## src/rtl/fetch_unit_if.sv

```systemverilog
// Fetch-unit bus bundle: instruction-memory request/response channel plus the decode-side handshake.
// The master modport is the fetch unit; the slave modport is the memory/decode environment.
interface fetch_unit_if #(parameter int XLEN = 64);
  logic            imem_req_valid;
  logic            imem_req_ready;
  logic [XLEN-1:0] imem_req_addr;
  logic            imem_rsp_valid;
  logic [31:0]     imem_rsp_data;
  logic            PCSrcD;
  logic            JalD;
  logic [XLEN-1:0] PCTargetD;
  logic            StallD;
  logic            ValidD;
  logic [31:0]     InstrD;
  logic [XLEN-1:0] PCD;
  logic [XLEN-1:0] PCPlus4D;

  modport master (
    output imem_req_valid, imem_req_addr, ValidD, InstrD, PCD, PCPlus4D,
    input  imem_req_ready, imem_rsp_valid, imem_rsp_data, PCSrcD, JalD, PCTargetD, StallD
  );

  modport slave (
    input  imem_req_valid, imem_req_addr, ValidD, InstrD, PCD, PCPlus4D,
    output imem_req_ready, imem_rsp_valid, imem_rsp_data, PCSrcD, JalD, PCTargetD, StallD
  );
endinterface

```

## src/rtl/fetch_unit.sv

```systemverilog
// Instruction fetch unit: PC generator, in-order fetch queue (tail/fill/head) and stale-response dropping.
// Define FETCH_PERF_EN to build the fetch/flush performance counters; otherwise both read 0.
module fetch_unit_entry #(
  parameter int XLEN = 64
) (
  input  logic            clk,
  input  logic            rst,
  input  logic            i_alloc,
  input  logic [XLEN-1:0] i_pc,
  input  logic            i_fill,
  input  logic [31:0]     i_instr,
  output logic [XLEN-1:0] o_pc,
  output logic [31:0]     o_instr
);
  logic [XLEN-1:0] r_pc;
  logic [31:0]     r_instr;

  always_ff @(posedge clk or negedge rst) begin
    if (!rst) begin
      r_pc    <= '0;
      r_instr <= 32'h0000_0013;
    end else begin
      if (i_alloc) r_pc    <= i_pc;
      if (i_fill)  r_instr <= i_instr;
    end
  end

  assign o_pc    = r_pc;
  assign o_instr = r_instr;
endmodule

module fetch_unit #(
  parameter int              XLEN     = 64,
  parameter logic [XLEN-1:0] RESET_PC = '0,
  parameter int              FQ_DEPTH = 4
) (
  input  logic                clk,
  input  logic                rst,
  fetch_unit_if.master        bus,
  output logic [31:0]         perf_fetch_cnt,
  output logic [31:0]         perf_flush_cnt
);
  localparam int PW = $clog2(FQ_DEPTH);
  localparam int DW = 16;

  logic [XLEN-1:0] r_pc;
  logic [PW:0]     r_head, r_fill, r_tail;
  logic [DW-1:0]   r_drop_cnt;

  logic            w_redir, w_full, w_req_valid, w_acc, w_valid, w_pop, w_fill, w_rsp_drop;
  logic [PW:0]     w_alloc_n, w_unfill_n;
  logic [DW-1:0]   w_inflight, w_drop_ld;
  logic [XLEN-1:0] w_tgt, w_head_pc;
  logic [31:0]     w_head_instr;
  logic [FQ_DEPTH-1:0]           w_alloc_vec, w_fill_vec;
  logic [FQ_DEPTH-1:0][XLEN-1:0] w_ent_pc;
  logic [FQ_DEPTH-1:0][31:0]     w_ent_instr;

  // Pointers carry one extra wrap bit so full and empty are distinguishable.
  assign w_redir     = bus.PCSrcD | bus.JalD;
  assign w_alloc_n   = r_tail - r_head;
  assign w_unfill_n  = r_tail - r_fill;
  assign w_full      = (w_alloc_n == (PW+1)'(FQ_DEPTH));
  assign w_req_valid = rst & ~w_full & ~w_redir;
  assign w_acc       = w_req_valid & bus.imem_req_ready;
  assign w_valid     = (r_fill != r_head);
  assign w_pop       = w_valid & ~bus.StallD & ~w_redir;
  assign w_rsp_drop  = bus.imem_rsp_valid & ~w_redir & (r_drop_cnt != '0);
  assign w_fill      = bus.imem_rsp_valid & ~w_redir & (r_drop_cnt == '0) & (w_unfill_n != '0);
  assign w_tgt       = bus.PCTargetD & ~XLEN'(3);

  // Stale responses still owed from an earlier redirect are folded in, so back-to-back
  // redirects never let an old response fill a new entry.
  assign w_inflight  = r_drop_cnt + DW'(w_unfill_n);
  assign w_drop_ld   = w_inflight - DW'(bus.imem_rsp_valid && (w_inflight != '0));

  for (genvar g = 0; g < FQ_DEPTH; g++) begin : g_ent
    assign w_alloc_vec[g] = w_acc  & (r_tail[PW-1:0] == PW'(g));
    assign w_fill_vec[g]  = w_fill & (r_fill[PW-1:0] == PW'(g));
    fetch_unit_entry #(.XLEN(XLEN)) u_ent (
      .clk     (clk),
      .rst     (rst),
      .i_alloc (w_alloc_vec[g]),
      .i_pc    (r_pc),
      .i_fill  (w_fill_vec[g]),
      .i_instr (bus.imem_rsp_data),
      .o_pc    (w_ent_pc[g]),
      .o_instr (w_ent_instr[g])
    );
  end

  always_ff @(posedge clk or negedge rst) begin
    if (!rst) begin
      r_pc       <= RESET_PC;
      r_head     <= '0;
      r_fill     <= '0;
      r_tail     <= '0;
      r_drop_cnt <= '0;
    end else if (w_redir) begin
      r_pc       <= w_tgt;
      r_head     <= r_tail;
      r_fill     <= r_tail;
      r_drop_cnt <= w_drop_ld;
    end else begin
      if (w_acc) begin
        r_pc   <= r_pc + XLEN'(4);
        r_tail <= r_tail + 1'b1;
      end
      if (w_pop)      r_head     <= r_head + 1'b1;
      if (w_fill)     r_fill     <= r_fill + 1'b1;
      if (w_rsp_drop) r_drop_cnt <= r_drop_cnt - 1'b1;
    end
  end

  assign w_head_pc    = w_ent_pc[r_head[PW-1:0]];
  assign w_head_instr = w_ent_instr[r_head[PW-1:0]];

  assign bus.imem_req_valid = w_req_valid;
  assign bus.imem_req_addr  = r_pc;
  assign bus.ValidD         = w_valid;
  assign bus.InstrD         = w_valid ? w_head_instr : 32'h0000_0013;
  assign bus.PCD            = w_valid ? w_head_pc : '0;
  assign bus.PCPlus4D       = w_valid ? (w_head_pc + XLEN'(4)) : '0;

`ifdef FETCH_PERF_EN
  logic [31:0] r_fetch_cnt, r_flush_cnt;

  always_ff @(posedge clk or negedge rst) begin
    if (!rst) begin
      r_fetch_cnt <= '0;
      r_flush_cnt <= '0;
    end else begin
      if (w_pop)   r_fetch_cnt <= r_fetch_cnt + 32'd1;
      if (w_redir) r_flush_cnt <= r_flush_cnt + 32'd1;
    end
  end

  assign perf_fetch_cnt = r_fetch_cnt;
  assign perf_flush_cnt = r_flush_cnt;
`else
  assign perf_fetch_cnt = '0;
  assign perf_flush_cnt = '0;
`endif
endmodule

```

## src/flat_wrapper.sv

```systemverilog
// flat-port wrapper written by rule: the top's interface ports become plain ports
module fetch_unit_flat 
#(
  parameter int              XLEN     = 64,
  parameter logic [XLEN-1:0] RESET_PC = '0,
  parameter int              FQ_DEPTH = 4
)
  (clk, rst, perf_fetch_cnt, perf_flush_cnt, bus_imem_req_valid, bus_imem_req_addr, bus_ValidD, bus_InstrD, bus_PCD, bus_PCPlus4D, bus_imem_req_ready, bus_imem_rsp_valid, bus_imem_rsp_data, bus_PCSrcD, bus_JalD, bus_PCTargetD, bus_StallD);
  fetch_unit_if #(.XLEN(XLEN)) bus_i ();
  input  logic clk;
  input  logic rst;
  output logic [31:0] perf_fetch_cnt;
  output logic [31:0] perf_flush_cnt;
  output wire logic [$bits(bus_i.imem_req_valid)-1:0] bus_imem_req_valid;
  output wire logic [$bits(bus_i.imem_req_addr)-1:0] bus_imem_req_addr;
  output wire logic [$bits(bus_i.ValidD)-1:0] bus_ValidD;
  output wire logic [$bits(bus_i.InstrD)-1:0] bus_InstrD;
  output wire logic [$bits(bus_i.PCD)-1:0] bus_PCD;
  output wire logic [$bits(bus_i.PCPlus4D)-1:0] bus_PCPlus4D;
  input wire logic [$bits(bus_i.imem_req_ready)-1:0] bus_imem_req_ready;
  input wire logic [$bits(bus_i.imem_rsp_valid)-1:0] bus_imem_rsp_valid;
  input wire logic [$bits(bus_i.imem_rsp_data)-1:0] bus_imem_rsp_data;
  input wire logic [$bits(bus_i.PCSrcD)-1:0] bus_PCSrcD;
  input wire logic [$bits(bus_i.JalD)-1:0] bus_JalD;
  input wire logic [$bits(bus_i.PCTargetD)-1:0] bus_PCTargetD;
  input wire logic [$bits(bus_i.StallD)-1:0] bus_StallD;
  assign bus_imem_req_valid = bus_i.imem_req_valid;
  assign bus_imem_req_addr = bus_i.imem_req_addr;
  assign bus_ValidD = bus_i.ValidD;
  assign bus_InstrD = bus_i.InstrD;
  assign bus_PCD = bus_i.PCD;
  assign bus_PCPlus4D = bus_i.PCPlus4D;
  assign bus_i.imem_req_ready = bus_imem_req_ready;
  assign bus_i.imem_rsp_valid = bus_imem_rsp_valid;
  assign bus_i.imem_rsp_data = bus_imem_rsp_data;
  assign bus_i.PCSrcD = bus_PCSrcD;
  assign bus_i.JalD = bus_JalD;
  assign bus_i.PCTargetD = bus_PCTargetD;
  assign bus_i.StallD = bus_StallD;
  fetch_unit #(.XLEN(XLEN), .RESET_PC(RESET_PC), .FQ_DEPTH(FQ_DEPTH)) u_core (.clk(clk), .rst(rst), .bus(bus_i), .perf_fetch_cnt(perf_fetch_cnt), .perf_flush_cnt(perf_flush_cnt));
endmodule
```

## config.mk

```make
export PLATFORM = sky130hd
export DESIGN_NAME = fetch_unit_flat
export DESIGN_NICKNAME = d
export VERILOG_FILES = /design/src/rtl/fetch_unit_if.sv /design/src/rtl/fetch_unit.sv /design/src/flat_wrapper.sv
export SDC_FILE = /design/constraint.sdc
export NUM_CORES = 1
export LEC_CHECK = 0
export CAP_MARGIN = 20
export CELL_PAD_IN_SITES_DETAIL_PLACEMENT = 1
export CELL_PAD_IN_SITES_GLOBAL_PLACEMENT = 2
export CORE_MARGIN = 8
export CORE_UTILIZATION = 33
export CTS_CLUSTER_DIAMETER = 50
export DETAILED_ROUTE_END_ITERATION = 7
export HOLD_SLACK_MARGIN = 0.06
export PLACE_DENSITY = 0.88
export SYNTH_ARGS = -nofsm -noshare
export SYNTH_HDL_FRONTEND = slang
export SYNTH_SLANG_ARGS = --single-unit
```

## constraint.sdc

```tcl
create_clock -name clk -period 4.1 [get_ports clk]
set_input_delay 0.82 -clock clk [delete_from_list [all_inputs] [get_ports clk]]
set_output_delay 0.82 -clock clk [all_outputs]
set_load 0.03 [all_outputs]
```

== Word-level counts from Yosys, hierarchy flattened ==
Index checks and enable logic that the tools add are counted.
Cells by class
  order comparisons: 1
  add/subtract/negate cells: 10
  bitwise logic cells: 21
  divide/modulo/power cells: 0
  multiply operators: 0
  reductions and logical operators: 12
  mux-type cells: 15
  eq/ne operators: 8
  shift operators: 0
Operator list (number)
  2-to-1 mux 64 bit: 5
  adder 64 x 3 -> 64 bit, second input constant: 2
  binary-select mux 64 bit (select 2 bit): 1
  binary-select mux 32 bit (select 2 bit): 1
  2-to-1 mux 32 bit: 2
  2-to-1 mux 16 bit: 2
  nonzero test 16 bit: 2
  AND 1 bit: 17
  adder 16 x 3 -> 16 bit: 1
  logical NOT 16 bit: 1
  subtractor 16 x 1 -> 16 bit: 1
  subtractor 16 x 1 -> 16 bit, second input constant: 1
  2-to-1 mux 3 bit: 4
  adder 3 x 1 -> 3 bit, second input constant: 3
  equality test 2 bit, second input constant: 4
  nonzero test 2 bit: 4
  subtractor 3 bit: 2
  equality test 2 x 1 -> 1 bit, second input constant: 2
  logical NOT 2 bit: 2
  equality test 3 bit, second input constant: 1
  less-than comparator 2 x 3 -> 1 bit, second input constant: 1
  != test 3 bit: 1
  NOT 1 bit: 3
  nonzero test 3 bit: 1
  3 further kinds: 3
Word-level totals
  register bits: 473
  RAM bits: 0
  bits in latches: 0
  ROM bits: 0
  memories: 0
  output and inout bits: 290
  bits of input ports: 103

== Depth between registers and ports, before layout ==
Gate-level depths: netlist of run 1.
  depth after elaboration: 8
  mapped depth: 20
  gate-level depth less buffers: 19

== Hierarchy ==
From an unflattened synthesis of run 1, not the netlist that was laid out.
Second synthesis, totals
  cell total of the unflattened synthesis: 2072
  area, all modules: 26645.6 sq um
Modules (own cells, without submodules)
  fetch_unit_entry: cells an instance 203, times used 4, area an instance 3903.7 sq um
  fetch_unit: cells an instance 1260, times used 1, area an instance 11030.6 sq um

== Worst setup path before layout of run 1 ==
No wires, ideal clock.
  path type: register to register
  start point: register u_core.r_tail[0]
  end point: register u_core.r_drop_cnt[12]
  buffers on the path: 1
  slack: -0.371 ns
  stages on the path, launching flop included: 21
  data required time: 4.020 ns
  period minus slack after synthesis: 4.471 ns
  data arrival time: 4.390 ns
  cells stage by stage: dfrtp_1 -> inv_1 -> ha_1 -> inv_1 -> fa_1 -> xnor2_1 -> ha_1 -> clkbuf_1 -> a21o_1 -> nand4_1 -> or2_2 -> o21ai_0 -> nand2_1 -> o41a_1 -> ha_1 -> ha_1 -> nand2_1 -> nor3_1 -> and3_1 -> nor4_1 -> xnor2_1
On the way
  longest elaborated chain between the ends: 6
RTL lines
  start: declaration: RTL line fetch_unit.sv:47  | logic [PW:0] r_head, r_fill, r_tail;
  start signal: assignment: RTL line fetch_unit.sv:107  | r_tail <= r_tail + 1'b1;
  subtractor 3 bit *: RTL line fetch_unit.sv:62  | assign w_unfill_n = r_tail - r_fill;
  adder 16 x 3 -> 16 bit *: RTL line fetch_unit.sv:74  | assign w_inflight = r_drop_cnt + DW'(w_unfill_n);
  nonzero test 16 bit: RTL line fetch_unit.sv:75  | assign w_drop_ld = w_inflight - DW'(bus.imem_rsp_valid && (w_inflight != '0));
  logical AND 1 bit: RTL line fetch_unit.sv:75
  subtractor 16 x 1 -> 16 bit *: RTL line fetch_unit.sv:75
  2-to-1 mux 16 bit *: RTL line fetch_unit.sv:99  | end else if (w_redir) begin
  end signal: assignment: RTL line fetch_unit.sv:103  | r_drop_cnt <= w_drop_ld;
  end signal: assignment: RTL line fetch_unit.sv:111  | if (w_rsp_drop) r_drop_cnt <= r_drop_cnt - 1'b1;
  end: declaration: RTL line fetch_unit.sv:48  | logic [DW-1:0] r_drop_cnt;
Mark *: on every way between the ends. The rest lies on a longest branch, timed or not.
A chain may end at the register's enable or synchronous reset.

== Worst setup path after layout of run 1 ==
  start point: register u_core.r_head[0]
  end point: output bus_PCPlus4D[46]
On the way
  longest elaborated chain between the ends: 4
  elaborated cells between the ends (all ways): 5
  those cells by class: add/sub: 1; eq/ne: 1; mux: 3
RTL lines
  start: declaration: RTL line fetch_unit.sv:47
  start signal: assignment: RTL line fetch_unit.sv:101  | r_head <= r_tail;
  start signal: assignment: RTL line fetch_unit.sv:109  | if (w_pop) r_head <= r_head + 1'b1;
  binary-select mux 64 bit (select 2 bit): RTL line fetch_unit.sv:115  | assign w_head_pc = w_ent_pc[r_head[PW-1:0]];
  2-to-1 mux 64 bit (not written as such): RTL line fetch_unit.sv:115
  adder 64 x 3 -> 64 bit: RTL line fetch_unit.sv:123  | assign bus.PCPlus4D = w_valid ? (w_head_pc + XLEN'(4)) : '0;
  2-to-1 mux 64 bit *: RTL line fetch_unit.sv:123
  end: declaration: RTL line flat_wrapper.sv:19  | output wire logic [$bits(bus_i.PCPlus4D)-1:0] bus_PCPlus4D;
Mark *: on every way between the ends. The rest lies on a longest branch, timed or not. The select of a mux whose other input is x is not followed.

==> results of run 1 <==
layout make-up:
| cell class | count | area [µm²] |
|---|---|---|
| Clock buffer | 84 | 1830 |
| Clock inverter | 40 | 581 |
| Timing Repair Buffer | 520 | 5280 |
| Fill cell | 7745 | 40600 |
| Inverter | 37 | 139 |
| Sequential cell | 463 | 11600 |
| Multi-Input combinational cell | 1456 | 12800 |
| Antenna cell | 3 | 7.51 |
| Tap cell | 969 | 1210 |
worst paths after layout:
path,cells after the start,to,slack (ns)
setup reg to reg,19,u_core.r_drop_cnt[9],0.07
max in group asynchronous,3,u_core.r_drop_cnt[0],2.17
hold / removal,1,u_core.r_head[0],0.13
hold reg to reg,2,u_core.g_ent[3].u_ent.o_pc[17],0.48
setup / recovery,10,bus_PCPlus4D[46],-0.45
min in group clk,2,u_core.g_ent[3].u_ent.o_pc[17],0.48
through the flow:
step                      util, %  setup TNS, ns  hold slack (ns)
after floorplan                 -              0            0.445
after global placement       39.6         -0.294            0.456
after detailed placement     39.6         -0.777            0.469
after CTS                    44.0         -13.77            0.119
after global routing         45.2         -18.96            0.138
final                        45.2         -12.63            0.131
kinds of logic after synthesis:
group | Yosys count | synth area share (%)
xor gates and xnor gates | 149 | 5.32
other | 1 | 0.0153
buffers and inverters | 241 | 5.14
muxes | 451 | 24.9
and+or+nand+nor | 599 | 12.4
DFF | 463 | 47.3
adders and majority gates | 22 | 1.18
AOI/OAI and AO/OA | 165 | 3.76
power groups by stage:
stage                     registers (W)  logic [W]  clock network (W)
after floorplan                 0.00649    0.00799                  0
after global placement          0.00670     0.0130                  0
after CTS                       0.00678     0.0140            0.00628
after global routing            0.00697     0.0153            0.00647
after detailed placement        0.00688     0.0133                  0
final                           0.00681     0.0144            0.00613
layout by cell type, fill, tap and decap left out, types with 30 or more instances in the layout:
cell type / instances
nand4_1: 37
mux2_2: 339
buf_12: 42
xnor2_1: 86
dfrtp_1: 449
o21ai_0: 105
xor2_1: 55
buf_6: 30
conb_1: 70
clkbuf_16: 70
buf_4: 190
clkdlybuf4s50_1: 189
nor2b_1: 81
nor2_1: 106
nand2_1: 159
dlygate4sd2_1: 51
nand3_1: 36
inv_1: 34
mux4_2: 86
layer usage:
metal  global-route usage [%]  wire length [µm]  vias to the layer above
li1                         -                 -                     8157
met1                     23.2             32900                     9578
met2                     33.8             42800                      454
met3                     3.89              4560                      116
met4                     6.20              1930                        0
met5                        0                 0                        -
state kept, by name, summed over array words and instances, names as in the netlist:
name / cells
u_core.g_ent.u_ent.o_pc: 248
u_core.g_ent.u_ent.o_instr: 128
u_core.bus.imem_req_addr: 62
u_core.r_drop_cnt: 16
u_core.r_fill: 3
u_core.r_head: 3
u_core.r_tail: 3
repair_timing:
action / CTS / global route
endpoints found under the setup margin: 162 / 70
gates resized for setup: 150 / 120
pin swaps: 52 / 76
gates cloned: 2 / 2
setup buffers: 44 / 34
==> impl_metrics.yaml, run 1 <==
sta:
  setup_viol_count_final: 44
  period_share_pct: 111
  relSlewSlack_pct: 39.9
  rsz0062_at_grt: "true"
  timing.final.crit_period_ns: 4.55
  fmax_ghz: 0.220
  final_max_slew_viol_count: 0
  clock_skew_ns: 0.0292
  worstMarginPinSlew_ns: 0.901
  setup_ws_ns: -0.453
  finalHoldViolCount: 0
floorplanning:
  start_util_pct: 33.1
  die_h_um: 289
  rows: 100
  io_pins: 393
  die_x_um: 289
  design.core.area_um2: 74100
  dieArea_um2: 83300
place:
  placed_area_um2: 29300
  preCtsSetupSlack_ns: -0.133
  io_buffers: 320
  dp_cells: 3365
  dp_hpwl_um: 55600
  place.gp.congestion: 0.801
routing:
  firstDrtPassIters: 7
  via_count: 18305
  first_iter_violations: 846
  avgRoutedWirePerCell_um: 23.0
  detail-route-antenna-nets: 0
  drc: 0
  drt_wl_total_um: 82200
  routed_via_density: 5.12
global_routing:
  antenna_found_initial: 4
  grt_pass1_wl_um: 125000
  grt_pass1_vias: 20766
  grt_start_max_net_pins: 159
  grt.total_usage_pct: 19.1
  grt-ovfl-total: 0
critical_path:
  crit_path_end_kind: "output pin"
  worstSetupStartpoint: "u_core.r_head[0]"
  cp_top_family: "simple AND/OR/NAND/NOR gates"
  path_buf_inv: 3
  worstPathMaxFanout: 6
  crit_required_ns: 3.28
  reg2reg_from: "u_core.r_tail[0]"
  cp_slowest_cell: "dfrtp_4"
  cpMostUsedCell: "buf_6"
  crit_type: "reg -> out"
  cp_data_arrival_time_ns: 3.73
  max_stage_delay_ns: 0.50
  cp-start-kind: "flip-flop"
  path_cells: "buf_6 -> mux4_2 -> ha_4 -> nand4_1 -> or3_4 -> or3_4 -> buf_6 -> or3_1 -> a21oi_2 -> buf_6"
power_and_ir_drop:
  p_clk_share_pct: 22.4
  intPower_w: 0.0160
  power_w: 0.0274
  power_density_nw_per_um2: 818
  pwr-share-comb_pct: 52.7
  leakagePower_nw: 15.6
  seqPwrFrac_pct: 24.9
  p_sw_w: 0.0114
  peakVddDrop_v: 0.000630
  swShare_pct: 41.5
clock_tree:
  cts_buffers: 68
  cts_tree: "built"
  cts.htree.levels: 3
  clk_pin_slew_ns: 0.06
  cts.sink_count: 463
  clk_path_buf_depth: 3
  cts_root_buf: "clkbuf_16"
  clk-insertion-delay-late_ns: 0.60
  postCtsHoldBufs: 0
logic_synthesis:
  ys_ff_latch: 463
  synthesis.area_um2: 24500
  yosysTopAreaCellShare_pct: 46.0
  synth_cells: 2091
  ys_types: 67
  synth_commonest_cells: "dfrtp_1 (451), mux2_2 (339), nand2_1 (174)"
  ys.flop_type: "dfrtp_1"
  synth_edf_count: 0
  ys_warn_count: 0
  ys_top_cells_by_area: "dfrtp_1 (46%), mux2_2 (16%), mux4_2 (7.5%), xnor2_1 (3.3%), nand2_1 (2.7%)"
  synth_seq_area_share_pct: 47.3
  synthArstFlopShare_pct: 100
  synth.avg_cell_area_um2: 11.7
  yosysTopAreaCell: "dfrtp_1"
  synth.most_common_cell: "dfrtp_1"
hold_path:
  hp-class: "in -> async"
run_status:
  violations: "negative setup slack"
  status: "finished, violations left"
layout:
  area_delta_synth_final_pct: 36.5
  num-nets-final: 2671
  layout-drive-gt1-share_pct: 37.4
  fin_cells: 3572
  final_cell_area_um2: 33500
run:
  max_cap_violations: 0
Power figures use the tool's default switching activity.
==> run 2, diff against run 1 <==
--- a/config.mk
+++ b/config.mk
@@ -12,7 +12,7 @@
 export CORE_UTILIZATION = 33
 export CTS_CLUSTER_DIAMETER = 50
 export DETAILED_ROUTE_END_ITERATION = 7
-export HOLD_SLACK_MARGIN = 0.06
+export HOLD_SLACK_MARGIN = 0.1
 export PLACE_DENSITY = 0.88
 export SYNTH_ARGS = -nofsm -noshare
 export SYNTH_HDL_FRONTEND = slang
==> results of run 2 <==
No change in the layout: final DEF, timing and power equal those of run 1.
